==> src/rtl/ctrl_pkg.sv <==
// Shared constants and state encoding for the accumulator-processor control unit.
package ctrl_pkg;

    localparam logic [7:0] OpNop   = 8'h00;
    localparam logic [7:0] OpLdac  = 8'h01;
    localparam logic [7:0] OpStac  = 8'h02;
    localparam logic [7:0] OpMvac  = 8'h03;
    localparam logic [7:0] OpMvr   = 8'h04;
    localparam logic [7:0] OpAdd   = 8'h05;
    localparam logic [7:0] OpSub   = 8'h06;
    localparam logic [7:0] OpMul   = 8'h07;
    localparam logic [7:0] OpIncac = 8'h08;
    localparam logic [7:0] OpDecac = 8'h09;
    localparam logic [7:0] OpClac  = 8'h0A;
    localparam logic [7:0] OpLdi   = 8'h0B;
    localparam logic [7:0] OpJump  = 8'h0C;
    localparam logic [7:0] OpJmpn  = 8'h0D;
    localparam logic [7:0] OpEndop = 8'h0E;

    localparam logic [3:0] RegMdr     = 4'd0;
    localparam logic [3:0] RegL       = 4'd1;
    localparam logic [3:0] RegX       = 4'd2;
    localparam logic [3:0] RegCenterP = 4'd3;
    localparam logic [3:0] RegJ       = 4'd4;
    localparam logic [3:0] RegT       = 4'd5;
    localparam logic [3:0] RegH       = 4'd6;
    localparam logic [3:0] RegW       = 4'd7;
    localparam logic [3:0] RegK       = 4'd8;
    localparam logic [3:0] RegCount   = 4'd9;
    localparam logic [3:0] RegMar     = 4'd10;

    localparam logic [2:0] AluPass = 3'b000;
    localparam logic [2:0] AluAdd  = 3'b001;
    localparam logic [2:0] AluSub  = 3'b010;
    localparam logic [2:0] AluMul  = 3'b011;
    localparam logic [2:0] AluInc  = 3'b100;
    localparam logic [2:0] AluDec  = 3'b101;

    // Bit positions inside the 12-wide read/write strobe vectors.
    localparam int unsigned NumStb     = 12;
    localparam int unsigned StbMdr     = 0;
    localparam int unsigned StbAc      = 1;
    localparam int unsigned StbL       = 2;
    localparam int unsigned StbX       = 3;
    localparam int unsigned StbCenterP = 4;
    localparam int unsigned StbJ       = 5;
    localparam int unsigned StbMar     = 6;
    localparam int unsigned StbT       = 7;
    localparam int unsigned StbH       = 8;
    localparam int unsigned StbW       = 9;
    localparam int unsigned StbK       = 10;
    localparam int unsigned StbCount   = 11;

    typedef enum logic [4:0] {
        StFetch1, StFetch2, StDecode,
        StLdac1, StLdac2, StLdac3,
        StStac1, StStac2,
        StMvac, StMvr, StAdd, StSub, StMul,
        StIncac, StDecac, StClac, StLdi, StJump, StHalt
    } state_e;

    function automatic logic reg_code_valid(input logic [3:0] code);
        return code <= RegMar;
    endfunction

endpackage

==> src/rtl/proc_controller_if.sv <==
// Controller <-> datapath/memory strobe bundle; master is the control unit.
interface proc_controller_if;
    logic        neg_flag;
    logic [23:0] IR;

    logic IRAM_read, IR_write, IR_read, PC_inc, PC_write;
    logic DRAM_read, DRAM_write;
    logic MDR_read, MDR_write, AC_read, AC_write, L_read, L_write;
    logic X_read, X_write, CenterP_read, CenterP_write, J_read, J_write;
    logic MAR_read, MAR_write, T_read, T_write, H_read, H_write;
    logic W_read, W_write, K_read, K_write, Count_read, Count_write;
    logic AC_reset, ALU_MUX;
    logic [2:0] ALU_op, MUX;

    modport master (
        input  neg_flag, IR,
        output IRAM_read, IR_write, IR_read, PC_inc, PC_write, DRAM_read, DRAM_write,
        output MDR_read, MDR_write, AC_read, AC_write, L_read, L_write,
        output X_read, X_write, CenterP_read, CenterP_write, J_read, J_write,
        output MAR_read, MAR_write, T_read, T_write, H_read, H_write,
        output W_read, W_write, K_read, K_write, Count_read, Count_write,
        output AC_reset, ALU_MUX, ALU_op, MUX
    );

    modport slave (
        output neg_flag, IR,
        input  IRAM_read, IR_write, IR_read, PC_inc, PC_write, DRAM_read, DRAM_write,
        input  MDR_read, MDR_write, AC_read, AC_write, L_read, L_write,
        input  X_read, X_write, CenterP_read, CenterP_write, J_read, J_write,
        input  MAR_read, MAR_write, T_read, T_write, H_read, H_write,
        input  W_read, W_write, K_read, K_write, Count_read, Count_write,
        input  AC_reset, ALU_MUX, ALU_op, MUX
    );
endinterface

==> src/rtl/ctrl_reg_decode.sv <==
// Expands a register code plus read/write enables into per-register bus strobes.
module ctrl_reg_decode
    import ctrl_pkg::*;
(
    input  logic [3:0]        reg_code,
    input  logic              rd_en,
    input  logic              wr_en,
    input  logic              ac_rd,
    input  logic              ac_wr,
    output logic [NumStb-1:0] rd_stb,
    output logic [NumStb-1:0] wr_stb
);

    logic [NumStb-1:0] sel;

    always_comb begin
        sel = '0;
        unique case (reg_code)
            RegMdr:     sel[StbMdr]     = 1'b1;
            RegL:       sel[StbL]       = 1'b1;
            RegX:       sel[StbX]       = 1'b1;
            RegCenterP: sel[StbCenterP] = 1'b1;
            RegJ:       sel[StbJ]       = 1'b1;
            RegT:       sel[StbT]       = 1'b1;
            RegH:       sel[StbH]       = 1'b1;
            RegW:       sel[StbW]       = 1'b1;
            RegK:       sel[StbK]       = 1'b1;
            RegCount:   sel[StbCount]   = 1'b1;
            RegMar:     sel[StbMar]     = 1'b1;
            default:    ;
        endcase
        rd_stb        = rd_en ? sel : '0;
        wr_stb        = wr_en ? sel : '0;
        rd_stb[StbAc] = ac_rd;
        wr_stb[StbAc] = ac_wr;
    end

endmodule

==> src/rtl/proc_controller.sv <==
// Multi-cycle Moore control unit: fetch, decode, and one-cycle datapath strobes per state.
module proc_controller
    import ctrl_pkg::*;
#(
    parameter int unsigned OPW = 8
) (
    input  logic              clk,
    input  logic              rst,
    proc_controller_if.master bus
);

    state_e     state_q, state_d;
    logic [3:0] reg_q, reg_d;
    logic [OPW-1:0] opcode;
    logic       unused_ir;

    logic       iram_read, ir_write, ir_read, pc_inc, pc_write;
    logic       dram_read, dram_write, ac_reset, alu_mux;
    logic [2:0] alu_op, mux;
    logic [3:0] dec_code;
    logic       rd_en, wr_en, ac_rd, ac_wr;
    logic [NumStb-1:0] rd_stb, wr_stb;

    assign opcode    = bus.IR[23 -: OPW];
    assign unused_ir = ^bus.IR[15:4];

    always_ff @(posedge clk or posedge rst) begin
        if (rst) begin
            state_q <= StFetch1;
            reg_q   <= '0;
        end else begin
            state_q <= state_d;
            reg_q   <= reg_d;
        end
    end

    // Register code is latched at decode so execute outputs depend on state only.
    always_comb begin
        state_d = state_q;
        reg_d   = reg_q;
        unique case (state_q)
            StFetch1: state_d = StFetch2;
            StFetch2: state_d = StDecode;
            StDecode: begin
                reg_d = bus.IR[3:0];
                unique case (opcode)
                    OpNop:   state_d = StFetch1;
                    OpLdac:  state_d = StLdac1;
                    OpStac:  state_d = StStac1;
                    OpMvac:  state_d = reg_code_valid(bus.IR[3:0]) ? StMvac : StFetch1;
                    OpMvr:   state_d = reg_code_valid(bus.IR[3:0]) ? StMvr : StFetch1;
                    OpAdd:   state_d = reg_code_valid(bus.IR[3:0]) ? StAdd : StFetch1;
                    OpSub:   state_d = reg_code_valid(bus.IR[3:0]) ? StSub : StFetch1;
                    OpMul:   state_d = reg_code_valid(bus.IR[3:0]) ? StMul : StFetch1;
                    OpIncac: state_d = StIncac;
                    OpDecac: state_d = StDecac;
                    OpClac:  state_d = StClac;
                    OpLdi:   state_d = StLdi;
                    OpJump:  state_d = StJump;
                    OpJmpn:  state_d = bus.neg_flag ? StJump : StFetch1;
                    OpEndop: state_d = StHalt;
                    default: state_d = StFetch1;
                endcase
            end
            StLdac1: state_d = StLdac2;
            StLdac2: state_d = StLdac3;
            StStac1: state_d = StStac2;
            StHalt:  state_d = StHalt;
            default: state_d = StFetch1;
        endcase
    end

    always_comb begin
        iram_read  = 1'b0;
        ir_write   = 1'b0;
        ir_read    = 1'b0;
        pc_inc     = 1'b0;
        pc_write   = 1'b0;
        dram_read  = 1'b0;
        dram_write = 1'b0;
        ac_reset   = 1'b0;
        alu_mux    = 1'b0;
        alu_op     = AluPass;
        mux        = 3'b000;
        dec_code   = reg_q;
        rd_en      = 1'b0;
        wr_en      = 1'b0;
        ac_rd      = 1'b0;
        ac_wr      = 1'b0;
        // Everything stays quiet while reset is held, including the FETCH1 strobe.
        if (!rst) begin
            unique case (state_q)
                StFetch1: iram_read = 1'b1;
                StFetch2: begin
                    iram_read = 1'b1;
                    ir_write  = 1'b1;
                    pc_inc    = 1'b1;
                end
                StLdac1: dram_read = 1'b1;
                StLdac2: begin
                    dram_read = 1'b1;
                    dec_code  = RegMdr;
                    wr_en     = 1'b1;
                end
                StLdac3: begin
                    dec_code = RegMdr;
                    rd_en    = 1'b1;
                    ac_wr    = 1'b1;
                end
                StStac1: begin
                    ac_rd    = 1'b1;
                    dec_code = RegMdr;
                    wr_en    = 1'b1;
                end
                StStac2: begin
                    dec_code   = RegMdr;
                    rd_en      = 1'b1;
                    dram_write = 1'b1;
                end
                StMvac: begin
                    ac_rd = 1'b1;
                    wr_en = 1'b1;
                end
                StMvr, StAdd, StSub, StMul: begin
                    rd_en = 1'b1;
                    ac_wr = 1'b1;
                    mux   = reg_q[2:0];
                    if (state_q == StAdd) alu_op = AluAdd;
                    if (state_q == StSub) alu_op = AluSub;
                    if (state_q == StMul) alu_op = AluMul;
                end
                StIncac: begin
                    ac_wr  = 1'b1;
                    alu_op = AluInc;
                end
                StDecac: begin
                    ac_wr  = 1'b1;
                    alu_op = AluDec;
                end
                StClac: ac_reset = 1'b1;
                StLdi: begin
                    ir_read = 1'b1;
                    ac_wr   = 1'b1;
                    alu_mux = 1'b1;
                end
                StJump: begin
                    ir_read  = 1'b1;
                    pc_write = 1'b1;
                end
                default: ;
            endcase
        end
    end

    ctrl_reg_decode u_reg_decode (
        .reg_code (dec_code),
        .rd_en    (rd_en),
        .wr_en    (wr_en),
        .ac_rd    (ac_rd),
        .ac_wr    (ac_wr),
        .rd_stb   (rd_stb),
        .wr_stb   (wr_stb)
    );

    assign bus.IRAM_read     = iram_read;
    assign bus.IR_write      = ir_write;
    assign bus.IR_read       = ir_read;
    assign bus.PC_inc        = pc_inc;
    assign bus.PC_write      = pc_write;
    assign bus.DRAM_read     = dram_read;
    assign bus.DRAM_write    = dram_write;
    assign bus.AC_reset      = ac_reset;
    assign bus.ALU_MUX       = alu_mux;
    assign bus.ALU_op        = alu_op;
    assign bus.MUX           = mux;

    assign bus.MDR_read      = rd_stb[StbMdr];
    assign bus.AC_read       = rd_stb[StbAc];
    assign bus.L_read        = rd_stb[StbL];
    assign bus.X_read        = rd_stb[StbX];
    assign bus.CenterP_read  = rd_stb[StbCenterP];
    assign bus.J_read        = rd_stb[StbJ];
    assign bus.MAR_read      = rd_stb[StbMar];
    assign bus.T_read        = rd_stb[StbT];
    assign bus.H_read        = rd_stb[StbH];
    assign bus.W_read        = rd_stb[StbW];
    assign bus.K_read        = rd_stb[StbK];
    assign bus.Count_read    = rd_stb[StbCount];

    assign bus.MDR_write     = wr_stb[StbMdr];
    assign bus.AC_write      = wr_stb[StbAc];
    assign bus.L_write       = wr_stb[StbL];
    assign bus.X_write       = wr_stb[StbX];
    assign bus.CenterP_write = wr_stb[StbCenterP];
    assign bus.J_write       = wr_stb[StbJ];
    assign bus.MAR_write     = wr_stb[StbMar];
    assign bus.T_write       = wr_stb[StbT];
    assign bus.H_write       = wr_stb[StbH];
    assign bus.W_write       = wr_stb[StbW];
    assign bus.K_write       = wr_stb[StbK];
    assign bus.Count_write   = wr_stb[StbCount];

endmodule

==> src/flat_wrapper.sv <==
// flat-port wrapper written by rule: the top's interface ports become plain ports
module proc_controller_flat import ctrl_pkg::*;
#(
    parameter int unsigned OPW = 8
)
  (clk, rst, bus_neg_flag, bus_IR, bus_IRAM_read, bus_IR_write, bus_IR_read, bus_PC_inc, bus_PC_write, bus_DRAM_read, bus_DRAM_write, bus_MDR_read, bus_MDR_write, bus_AC_read, bus_AC_write, bus_L_read, bus_L_write, bus_X_read, bus_X_write, bus_CenterP_read, bus_CenterP_write, bus_J_read, bus_J_write, bus_MAR_read, bus_MAR_write, bus_T_read, bus_T_write, bus_H_read, bus_H_write, bus_W_read, bus_W_write, bus_K_read, bus_K_write, bus_Count_read, bus_Count_write, bus_AC_reset, bus_ALU_MUX, bus_ALU_op, bus_MUX);
  proc_controller_if bus_i ();
  input  logic clk;
  input  logic rst;
  input wire logic [$bits(bus_i.neg_flag)-1:0] bus_neg_flag;
  input wire logic [$bits(bus_i.IR)-1:0] bus_IR;
  output wire logic [$bits(bus_i.IRAM_read)-1:0] bus_IRAM_read;
  output wire logic [$bits(bus_i.IR_write)-1:0] bus_IR_write;
  output wire logic [$bits(bus_i.IR_read)-1:0] bus_IR_read;
  output wire logic [$bits(bus_i.PC_inc)-1:0] bus_PC_inc;
  output wire logic [$bits(bus_i.PC_write)-1:0] bus_PC_write;
  output wire logic [$bits(bus_i.DRAM_read)-1:0] bus_DRAM_read;
  output wire logic [$bits(bus_i.DRAM_write)-1:0] bus_DRAM_write;
  output wire logic [$bits(bus_i.MDR_read)-1:0] bus_MDR_read;
  output wire logic [$bits(bus_i.MDR_write)-1:0] bus_MDR_write;
  output wire logic [$bits(bus_i.AC_read)-1:0] bus_AC_read;
  output wire logic [$bits(bus_i.AC_write)-1:0] bus_AC_write;
  output wire logic [$bits(bus_i.L_read)-1:0] bus_L_read;
  output wire logic [$bits(bus_i.L_write)-1:0] bus_L_write;
  output wire logic [$bits(bus_i.X_read)-1:0] bus_X_read;
  output wire logic [$bits(bus_i.X_write)-1:0] bus_X_write;
  output wire logic [$bits(bus_i.CenterP_read)-1:0] bus_CenterP_read;
  output wire logic [$bits(bus_i.CenterP_write)-1:0] bus_CenterP_write;
  output wire logic [$bits(bus_i.J_read)-1:0] bus_J_read;
  output wire logic [$bits(bus_i.J_write)-1:0] bus_J_write;
  output wire logic [$bits(bus_i.MAR_read)-1:0] bus_MAR_read;
  output wire logic [$bits(bus_i.MAR_write)-1:0] bus_MAR_write;
  output wire logic [$bits(bus_i.T_read)-1:0] bus_T_read;
  output wire logic [$bits(bus_i.T_write)-1:0] bus_T_write;
  output wire logic [$bits(bus_i.H_read)-1:0] bus_H_read;
  output wire logic [$bits(bus_i.H_write)-1:0] bus_H_write;
  output wire logic [$bits(bus_i.W_read)-1:0] bus_W_read;
  output wire logic [$bits(bus_i.W_write)-1:0] bus_W_write;
  output wire logic [$bits(bus_i.K_read)-1:0] bus_K_read;
  output wire logic [$bits(bus_i.K_write)-1:0] bus_K_write;
  output wire logic [$bits(bus_i.Count_read)-1:0] bus_Count_read;
  output wire logic [$bits(bus_i.Count_write)-1:0] bus_Count_write;
  output wire logic [$bits(bus_i.AC_reset)-1:0] bus_AC_reset;
  output wire logic [$bits(bus_i.ALU_MUX)-1:0] bus_ALU_MUX;
  output wire logic [$bits(bus_i.ALU_op)-1:0] bus_ALU_op;
  output wire logic [$bits(bus_i.MUX)-1:0] bus_MUX;
  assign bus_i.neg_flag = bus_neg_flag;
  assign bus_i.IR = bus_IR;
  assign bus_IRAM_read = bus_i.IRAM_read;
  assign bus_IR_write = bus_i.IR_write;
  assign bus_IR_read = bus_i.IR_read;
  assign bus_PC_inc = bus_i.PC_inc;
  assign bus_PC_write = bus_i.PC_write;
  assign bus_DRAM_read = bus_i.DRAM_read;
  assign bus_DRAM_write = bus_i.DRAM_write;
  assign bus_MDR_read = bus_i.MDR_read;
  assign bus_MDR_write = bus_i.MDR_write;
  assign bus_AC_read = bus_i.AC_read;
  assign bus_AC_write = bus_i.AC_write;
  assign bus_L_read = bus_i.L_read;
  assign bus_L_write = bus_i.L_write;
  assign bus_X_read = bus_i.X_read;
  assign bus_X_write = bus_i.X_write;
  assign bus_CenterP_read = bus_i.CenterP_read;
  assign bus_CenterP_write = bus_i.CenterP_write;
  assign bus_J_read = bus_i.J_read;
  assign bus_J_write = bus_i.J_write;
  assign bus_MAR_read = bus_i.MAR_read;
  assign bus_MAR_write = bus_i.MAR_write;
  assign bus_T_read = bus_i.T_read;
  assign bus_T_write = bus_i.T_write;
  assign bus_H_read = bus_i.H_read;
  assign bus_H_write = bus_i.H_write;
  assign bus_W_read = bus_i.W_read;
  assign bus_W_write = bus_i.W_write;
  assign bus_K_read = bus_i.K_read;
  assign bus_K_write = bus_i.K_write;
  assign bus_Count_read = bus_i.Count_read;
  assign bus_Count_write = bus_i.Count_write;
  assign bus_AC_reset = bus_i.AC_reset;
  assign bus_ALU_MUX = bus_i.ALU_MUX;
  assign bus_ALU_op = bus_i.ALU_op;
  assign bus_MUX = bus_i.MUX;
  proc_controller #(.OPW(OPW)) u_core (.clk(clk), .rst(rst), .bus(bus_i));
endmodule
==> config.mk <==
export PLATFORM = sky130hd
export DESIGN_NAME = proc_controller_flat
export DESIGN_NICKNAME = d
export VERILOG_FILES = /design/src/rtl/ctrl_pkg.sv /design/src/rtl/proc_controller_if.sv /design/src/rtl/ctrl_reg_decode.sv /design/src/rtl/proc_controller.sv /design/src/flat_wrapper.sv
export SDC_FILE = /design/constraint.sdc
export NUM_CORES = 1
export LEC_CHECK = 0
export CAP_MARGIN = 20
export CORE_ASPECT_RATIO = 0.5
export CORE_MARGIN = 3
export CORE_UTILIZATION = 39
export DETAILED_ROUTE_END_ITERATION = 7
export PLACE_DENSITY = 0.86
export SLEW_MARGIN = 5
export SYNTH_ARGS = -nofsm -noshare
export SYNTH_HDL_FRONTEND = slang
export SYNTH_SLANG_ARGS = --single-unit
==> constraint.sdc <==
create_clock -name clk -period 3.7 [get_ports clk]
set_input_delay 0.555 -clock clk [delete_from_list [all_inputs] [get_ports clk]]
set_output_delay 0.555 -clock clk [all_outputs]
set_load 0.05 [all_outputs]
* Word level (Yosys, flattened, before mapping)
Index checks and enable logic that the tools add are counted.
** Word-level totals
- Word-level logic and storage cells :: 110
- Register bits after elaboration :: 9
- Input port bits :: 27
** Cells by class
- Reduce and logical (&&, ||, !) cells :: 11
- Eq/ne operators :: 42
- Order comparisons :: 1
- Muxes and demuxes :: 54
** Operators by type and width (count)
- 5-bit case mux with 14 select lines :: 1
- 8-bit by 4-bit == test with 1-bit output (second input constant) :: 7
- 5-bit by 4-bit == test with 1-bit output (second input constant) :: 8
- 1-bit two-way mux :: 36
- 5-bit case mux with 7 select lines :: 1
- 8-bit by 3-bit == test with 1-bit output (second input constant) :: 4
- 4-bit two-way mux :: 7
- 12-bit two-way mux :: 2
- 5-bit by 3-bit == test with 1-bit output (second input constant) :: 4
- 4-bit by 3-bit == test with 1-bit output (second input constant) :: 4
- 8-bit by 2-bit == test with 1-bit output (second input constant) :: 2
- 5-bit == test (second input constant) :: 3
- 4-bit == test (second input constant) :: 3
- 5-bit by 2-bit == test with 1-bit output (second input constant) :: 2
- 3-bit two-way mux :: 3
- 3-bit case mux with 3 select lines :: 1
- 4-bit by 2-bit == test with 1-bit output (second input constant) :: 2
- 8-bit by 1-bit == test with 1-bit output (second input constant) :: 1
- 2-bit OR reduction :: 4
- 4-bit OR reduction :: 2
- 8-bit OR reduction :: 1
- 6-bit OR reduction :: 1
- 5-bit by 1-bit == test with 1-bit output (second input constant) :: 1
- 5-bit zero test :: 1
- 6 further kinds :: 7

* Depth between registers and ports, before layout
Gate-level depths: netlist of run 1.
- Word-level depth :: 7
- Gate-level depth with buffers :: 6

* Modules after synthesis
From an unflattened synthesis of run 1, not the netlist that was laid out.
** Second synthesis, totals
- Cell total of the unflattened synthesis :: 151
- Area total of the unflattened synthesis :: 1091.0 µm²
** By module, submodules not included
- proc_controller :: area each 913.4 µm², cells each 116, times used 1, seq. area each 225.2 µm²
- ctrl_reg_decode :: area each 177.7 µm², cells each 35, times used 1, seq. area each 0.0 µm²

* Worst setup path after synthesis of run 1
Ideal clock, no wire load.
- Path kind :: reg-to-output
- From :: register u_core.state_q[1]
- To :: output bus_PC_write
- Cell stages (with the launch flop) :: 5
- Path slack :: 602 ps
- Data arrival time :: 2543 ps
- Cell sequence :: dfrtp_1 clkbuf_1 or2_2 nor3_1 and2_1
** On the way
- Word-level cells in the longest chain between the ends :: 3
** Ends and longest elaborated chain
- start: declaration :: RTL line proc_controller.sv:12 : state_e state_q, state_d;
- start signal: assignment :: RTL line proc_controller.sv:29 : state_q <= StFetch1;
- start signal: assignment :: RTL line proc_controller.sv:32 : state_q <= state_d;
- 5-bit == test :: RTL line proc_controller.sv:92 : unique case (state_q)
- 1-bit two-way mux :: RTL line proc_controller.sv:92
- 1-bit two-way mux :: RTL line proc_controller.sv:91 : if (!rst) begin
- end: declaration :: RTL line flat_wrapper.sv:16 : output wire logic [$bits(bus_i.PC_write)-1:0] bus_PC_write;
No other way between the ends.

* Final worst setup path of run 1
- From :: input rst
- To :: output bus_W_read
** On the way
- Word-level cells in the longest chain between the ends :: 4
** Ends and longest elaborated chain
- start: declaration :: RTL line flat_wrapper.sv:9 : input logic rst;
- 4-bit two-way mux :: RTL line proc_controller.sv:91
- 4-bit by 3-bit == test with 1-bit output :: RTL line ctrl_reg_decode.sv:18 : unique case (reg_code)
- 1-bit two-way mux :: RTL line ctrl_reg_decode.sv:18
- 12-bit two-way mux (*) :: RTL line ctrl_reg_decode.sv:32 : rd_stb = rd_en ? sel : '0;
- end: declaration :: RTL line flat_wrapper.sv:37 : output wire logic [$bits(bus_i.W_read)-1:0] bus_W_read;
Every way passes the cells marked *; elsewhere a longest branch is shown, timed or not.

==> flow_summary.ini, run 1 <==
[run_status]
outcome = finished, final reports clean

[pwr]
leakage_nw = 0.6398
irDropWorstVdd_mv = 0.2530
p_per_area_nw_per_um2 = 429.5

[sta]
finalSetupViolations = 0
finalCritPeriodShare = 0.9076
fin_skew_ns = 0.0009753
slew_headroom = 0.6016
drv_slew = 0
worstMarginPinSlew_ns = 0.5976
fin_setup_tns_ns = 0
fin_crit_ns = 3.358
fmax_ghz = 0.2978
rsz0062_at_grt = false
hold_viol = 0

[floorplan]
die_h_um = 42
io_pins = 66
die-area_sq_um = 3276
core_area_sq_um = 2342
num_rows = 12
dieWidth_um = 78.01
start_util = 0.4316

[detailed_routing]
drc = 0
drt_first_iter_violations = 115
vias = 1272
antenna_left = 0
drt-total-wl_um = 3249
routedWlPerCell_um = 14.31
viasPerCell = 5.604
first_pass_iters = 4

[synthesis]
yosysTopAreaCell = dfrtp_1
netlist_instances = 146
netlist_area_sq_um = 1011
synth.distinct_cells = 40
synth_edf_count = 0
synthTopCellsByArea = dfrtp_1 22%, nor2_1 12%, mux2_2 4.5%
synth_top_cell_area_share = 0.2228
synth.most_common_cell = nor2_1
yosysWarnings = 0
ys_ff_latch = 9
async_flop_share = 1.000
synth_ff_type = dfrtp_1
synthTopCellsByCount = 33 x nor2_1, 10 x nand2_1, 9 x dfrtp_1
synth_nets = 173
syn_avg_cell_area_sq_um = 6.924
seq_area_frac_synth = 0.2228

[critical_path]
critical_path_class = input pin to primary output
reg2reg_slack_ns = 1.83
worstSetupEndpointType = primary output
startpoint_type = input pin
worstPathArrival_ns = 2.80
cp.required_ns = 3.14
worst-path-max-fanout = 8

[finish]
area_growth_syn_to_layout_pct = 69.06
drive_above_1_share = 0.1875
diodes = 0
layout.nets = 220
instances_no_fill = 227

[placement]
place_congestion = 0.7913
numPortBuffers = 53
hpwlAfterDp_um = 2544
dp.cells = 223

[grt]
first_global_vias = 1116
grt_max_degree = 22
antenna_found_initial = 0
grt_overflow = 0
grt_usage = 0.1979
grt_pass1_wl_um = 5147

[clock_network]
clk_pin_slew_ns = 0.04
clockRootBuffer = clkbuf_8
h-tree-depth = 1
clockBufferDepth = 2
cts_resized = 0
cts.sink_count = 9
post_cts.repair.setup_buffers = 0
cts_tree = yes
holdBufCountCts = 0
cts_made_buffers = 3
worstSkewPairLatency_ns = 0.23

[min_path]
hp-class = register to register

[flow_run]
drv_cap = 0
where the power goes:
group	switching (mW)	internal (mW)	total [mW]
registers	0.0979	0.136	0.234
logic	0.217	0.169	0.386
clock network	0.0391	0.0751	0.114
total	0.354	0.380	0.734
routing by layer:
| layer | global-route usage | vias up | part of all wire |
|---|---|---|---|
| met2 | 0.3265 | 57 | 0.49 |
| li1 | - | 614 | - |
| met1 | 0.2568 | 596 | 0.45 |
| met4 | 0.09059 | 0 | 0.014 |
| met3 | 0.03004 | 5 | 0.048 |
| met5 | 0 | - | 0 |
state kept, by name (all words and copies together), names as in the netlist:
signal and cells:
u_core.reg_q 4, u_core.state_q 5
worst max-delay path: stages:
cell and delay, ns:
clkdlybuf4s50_1 0.55, or3b_2 0.57, nor3_1 0.51, nand2_1 0.21, nor2_1 0.24, buf_12 0.17
stage by stage:
step | power (mW) | instance area (sq um) | hold slack [ns] | setup slack, ns | util
after global routing | 0.7872 | 1709 | 0.6456 | 0.1894 | 0.7297
after detailed placement | 0.6133 | 1664 | 0.5965 | 0.3909 | 0.7105
after global placement | 0.5964 | 1664 | 0.5719 | 0.4294 | 0.7105
after CTS | 0.7304 | 1709 | 0.6061 | 0.3774 | 0.7297
final | 0.7341 | 1709 | 0.6086 | 0.3418 | 0.7297
after floorplan | 0.5046 | 1011 | 0.4044 | 0.6023 | -
layout by cell type, fill, tap and decap left out, types with 2 or more instances in the layout:
master and instances:
nor2_1 33, clkdlybuf4s50_1 28, buf_12 15, buf_4 11, nand2_1 10, dfrtp_1 9
nor3_1 7, o21ai_0 6, nor2b_1 6, nor3b_1 5, o21a_1 5, and2_1 5
nor4_1 4, nand3b_1 4, a21oi_1 4, mux2_2 4, a211oi_1 3, mux2i_1 3
clkbuf_8 3, o22ai_1 2, nand2b_1 2, a21o_1 2, inv_1 2, nand3_1 2
worst paths after layout:
check | from | depth (start not counted) | endpoint
worst max-delay path | rst | 6 | bus_W_read
worst max register to register | u_core.state_q[0] | 4 | u_core.state_q[4]
min in group asynchronous | rst | 3 | u_core.state_q[0]
worst min register to register | u_core.reg_q[0] | 1 | u_core.reg_q[0]
max in group asynchronous | rst | 3 | u_core.reg_q[1]
worst min-delay path | u_core.reg_q[0] | 1 | u_core.reg_q[0]
logic make-up after synthesis:
| logic type | Yosys count | share of synthesized area |
|---|---|---|
| compound gates | 30 | 0.2017 |
| buf+inv | 14 | 0.06063 |
| flops | 9 | 0.2228 |
| mux | 7 | 0.07426 |
| simple gates | 86 | 0.4406 |
final cells by class:
cell class / count / area, sq um
clock buffer: 4 / 45.04
fill: 173 / 633.1
inverter: 2 / 7.507
multi-input combinational: 123 / 724.4
sequential: 9 / 225.2
tap: 35 / 43.79
timing repair buffer: 54 / 663.1
Power figures use the tool's default switching activity.
==> run 2, diff against run 1 <==
--- a/config.mk
+++ b/config.mk
@@ -10,7 +10,8 @@
 export CORE_MARGIN = 3
 export CORE_UTILIZATION = 39
 export DETAILED_ROUTE_END_ITERATION = 7
-export PLACE_DENSITY = 0.86
+export PLACE_DENSITY = 0.92
+export SKIP_LAST_GASP = 1
 export SLEW_MARGIN = 5
 export SYNTH_ARGS = -nofsm -noshare
 export SYNTH_HDL_FRONTEND = slang
==> flow_summary.ini, run 2 (synthesis results as in run 1) <==
[sta]
fin_crit_ns = 3.319
rsz0062_at_grt = false
hold_viol = 0
drv_slew = 0
fin_skew_ns = 0.0007446
slew_headroom = 0.5842
fin_setup_tns_ns = 0
finalCritPeriodShare = 0.8971
worstMarginPinSlew_ns = 0.6237
finalSetupViolations = 0
fmax_ghz = 0.3013

[critical_path]
critical_path_class = input pin to primary output
cp-startpoint = rst
slowest_delay_ns = 0.57
worst-path-max-fanout = 8
worstPathArrival_ns = 2.76
crit_slowest_cell = or3b_2
r2r-start = u_core.state_q[0]
worstSetupEndpointType = primary output
crit_chain = clkdlybuf4s50_1 > or3b_2 > nor3_1 > nand2_1 > nor2_1 > buf_12
cp.required_ns = 3.14
startpoint_type = input pin

[grt]
grt_overflow = 0
grt_max_degree = 22
grt_usage = 0.2100
grt_pass1_wl_um = 5513
first_global_vias = 1178
antenna_found_initial = 0

[floorplan]
die-area_sq_um = 3276
die_h_um = 42
io_pins = 66
num_rows = 12
start_util = 0.4316
core_area_sq_um = 2342
dieWidth_um = 78.01

[placement]
place_congestion = 0.8069
hpwlAfterDp_um = 2750
dp.cells = 223
numPortBuffers = 53

[pwr]
p_int_mw = 0.3793
p_sw_mw = 0.3647
irDropWorstVdd_mv = 0.2621
combPwrFrac = 0.528
p_per_area_nw_per_um2 = 435.3
p_sw_frac = 0.4902
seqPwrFrac = 0.325
leakage_nw = 0.6398
clock_power_share = 0.147

[clock_network]
cts_made_buffers = 3
cts_tree = yes
holdBufCountCts = 0
cts_resized = 0
cts.sink_count = 9
clockBufferDepth = 2
h-tree-depth = 1
clockRootBuffer = clkbuf_8
worstSkewPairLatency_ns = 0.23
clk_pin_slew_ns = 0.04
post_cts.repair.setup_buffers = 0

[finish]
diodes = 0
area_growth_syn_to_layout_pct = 69.06
final_cell_mix = 33 x nor2_1, 28 x clkdlybuf4s50_1, 15 x buf_12
largest_register = u_core.state_q
drive_above_1_share = 0.1875
reg.largest.list = u_core.state_q (5), u_core.reg_q (4)
layout.cells.most_common = nor2_1
largest_reg_flops = 5
instances_no_fill = 227
layout.nets = 220

[detailed_routing]
vias = 1281
routedWlPerCell_um = 15.41
drt-total-wl_um = 3499
drt_first_iter_violations = 127
first_pass_iters = 4
viasPerCell = 5.643
antenna_left = 0
drc = 0

[min_path]
hp-class = register to register
hp-start = u_core.reg_q[0]

[run_status]
outcome = finished, final reports clean

[flow_run]
drv_cap = 0
[run 2: cell counts in the layout (fill, tap and decap cells not counted)]
Identical to the previous run, type by type.
[run 2: critical path, delay by kind of cell]
kind / cells / cell delay (ns)
buffers and inverters: 2 / 0.72
AND/OR/NAND/NOR: 4 / 1.48
[run 2: power groups by stage]
stage	clock, mW	sequential [mW]	combinational, mW
after floorplan	0	0.166	0.338
after global placement	0	0.224	0.370
after detailed placement	0	0.237	0.386
after CTS	0.111	0.235	0.388
after global routing	0.117	0.249	0.422
final	0.110	0.242	0.393
[run 2: final timing paths]
path                                endpoint  slack, ns  cells after the start
min in group asynchronous  u_core.state_q[0]       0.93                      3
max in group asynchronous    u_core.reg_q[1]       2.64                      3
max reg2reg                u_core.state_q[2]       1.84                      4
min reg2reg                  u_core.reg_q[0]       0.61                      1
min                          u_core.reg_q[0]       0.61                      1
max                               bus_J_read       0.38                      6
[run 2: per-stage QoR]
step | cell area (sq um) | utilization | total power, mW | worst slack [ns] | hold WS [ns]
6_report | 1709 | 0.7297 | 0.7441 | 0.3807 | 0.6118
5_1_grt | 1709 | 0.7297 | 0.7868 | 0.2282 | 0.6404
4_1_cts | 1709 | 0.7297 | 0.7347 | 0.3735 | 0.6116
3_5_place_dp | 1664 | 0.7105 | 0.6224 | 0.3745 | 0.6035
3_3_place_gp | 1664 | 0.7105 | 0.5942 | 0.4156 | 0.5698
2_1_floorplan | 1011 | - | 0.5046 | 0.6023 | 0.4044
[run 2: final cells by class]
class	instances	area (sq um)
Fill cell	175	633.1
Clock buffer	4	45.04
Inverter	2	7.507
Timing Repair Buffer	54	663.1
Tap cell	35	43.79
Multi-Input combinational cell	123	724.4
Sequential cell	9	225.2
[run 2: per-layer routing]
layer  GRT usage  share of wire  wire (um)
met1      0.2598           0.43       1499
met2      0.3827           0.51       1792
met3     0.02790          0.045        157
met4     0.06272          0.014         50
met5           0              0          0
==> run 3, diff against run 2 <==
--- a/config.mk
+++ b/config.mk
@@ -11,7 +11,7 @@
 export CORE_UTILIZATION = 39
 export DETAILED_ROUTE_END_ITERATION = 7
 export PLACE_DENSITY = 0.92
-export SKIP_LAST_GASP = 1
+export SKIP_CTS_REPAIR_TIMING = 1
 export SLEW_MARGIN = 5
 export SYNTH_ARGS = -nofsm -noshare
 export SYNTH_HDL_FRONTEND = slang
==> results of run 3 <==
Final layout, timing and power as in run 2 (identical DEF).
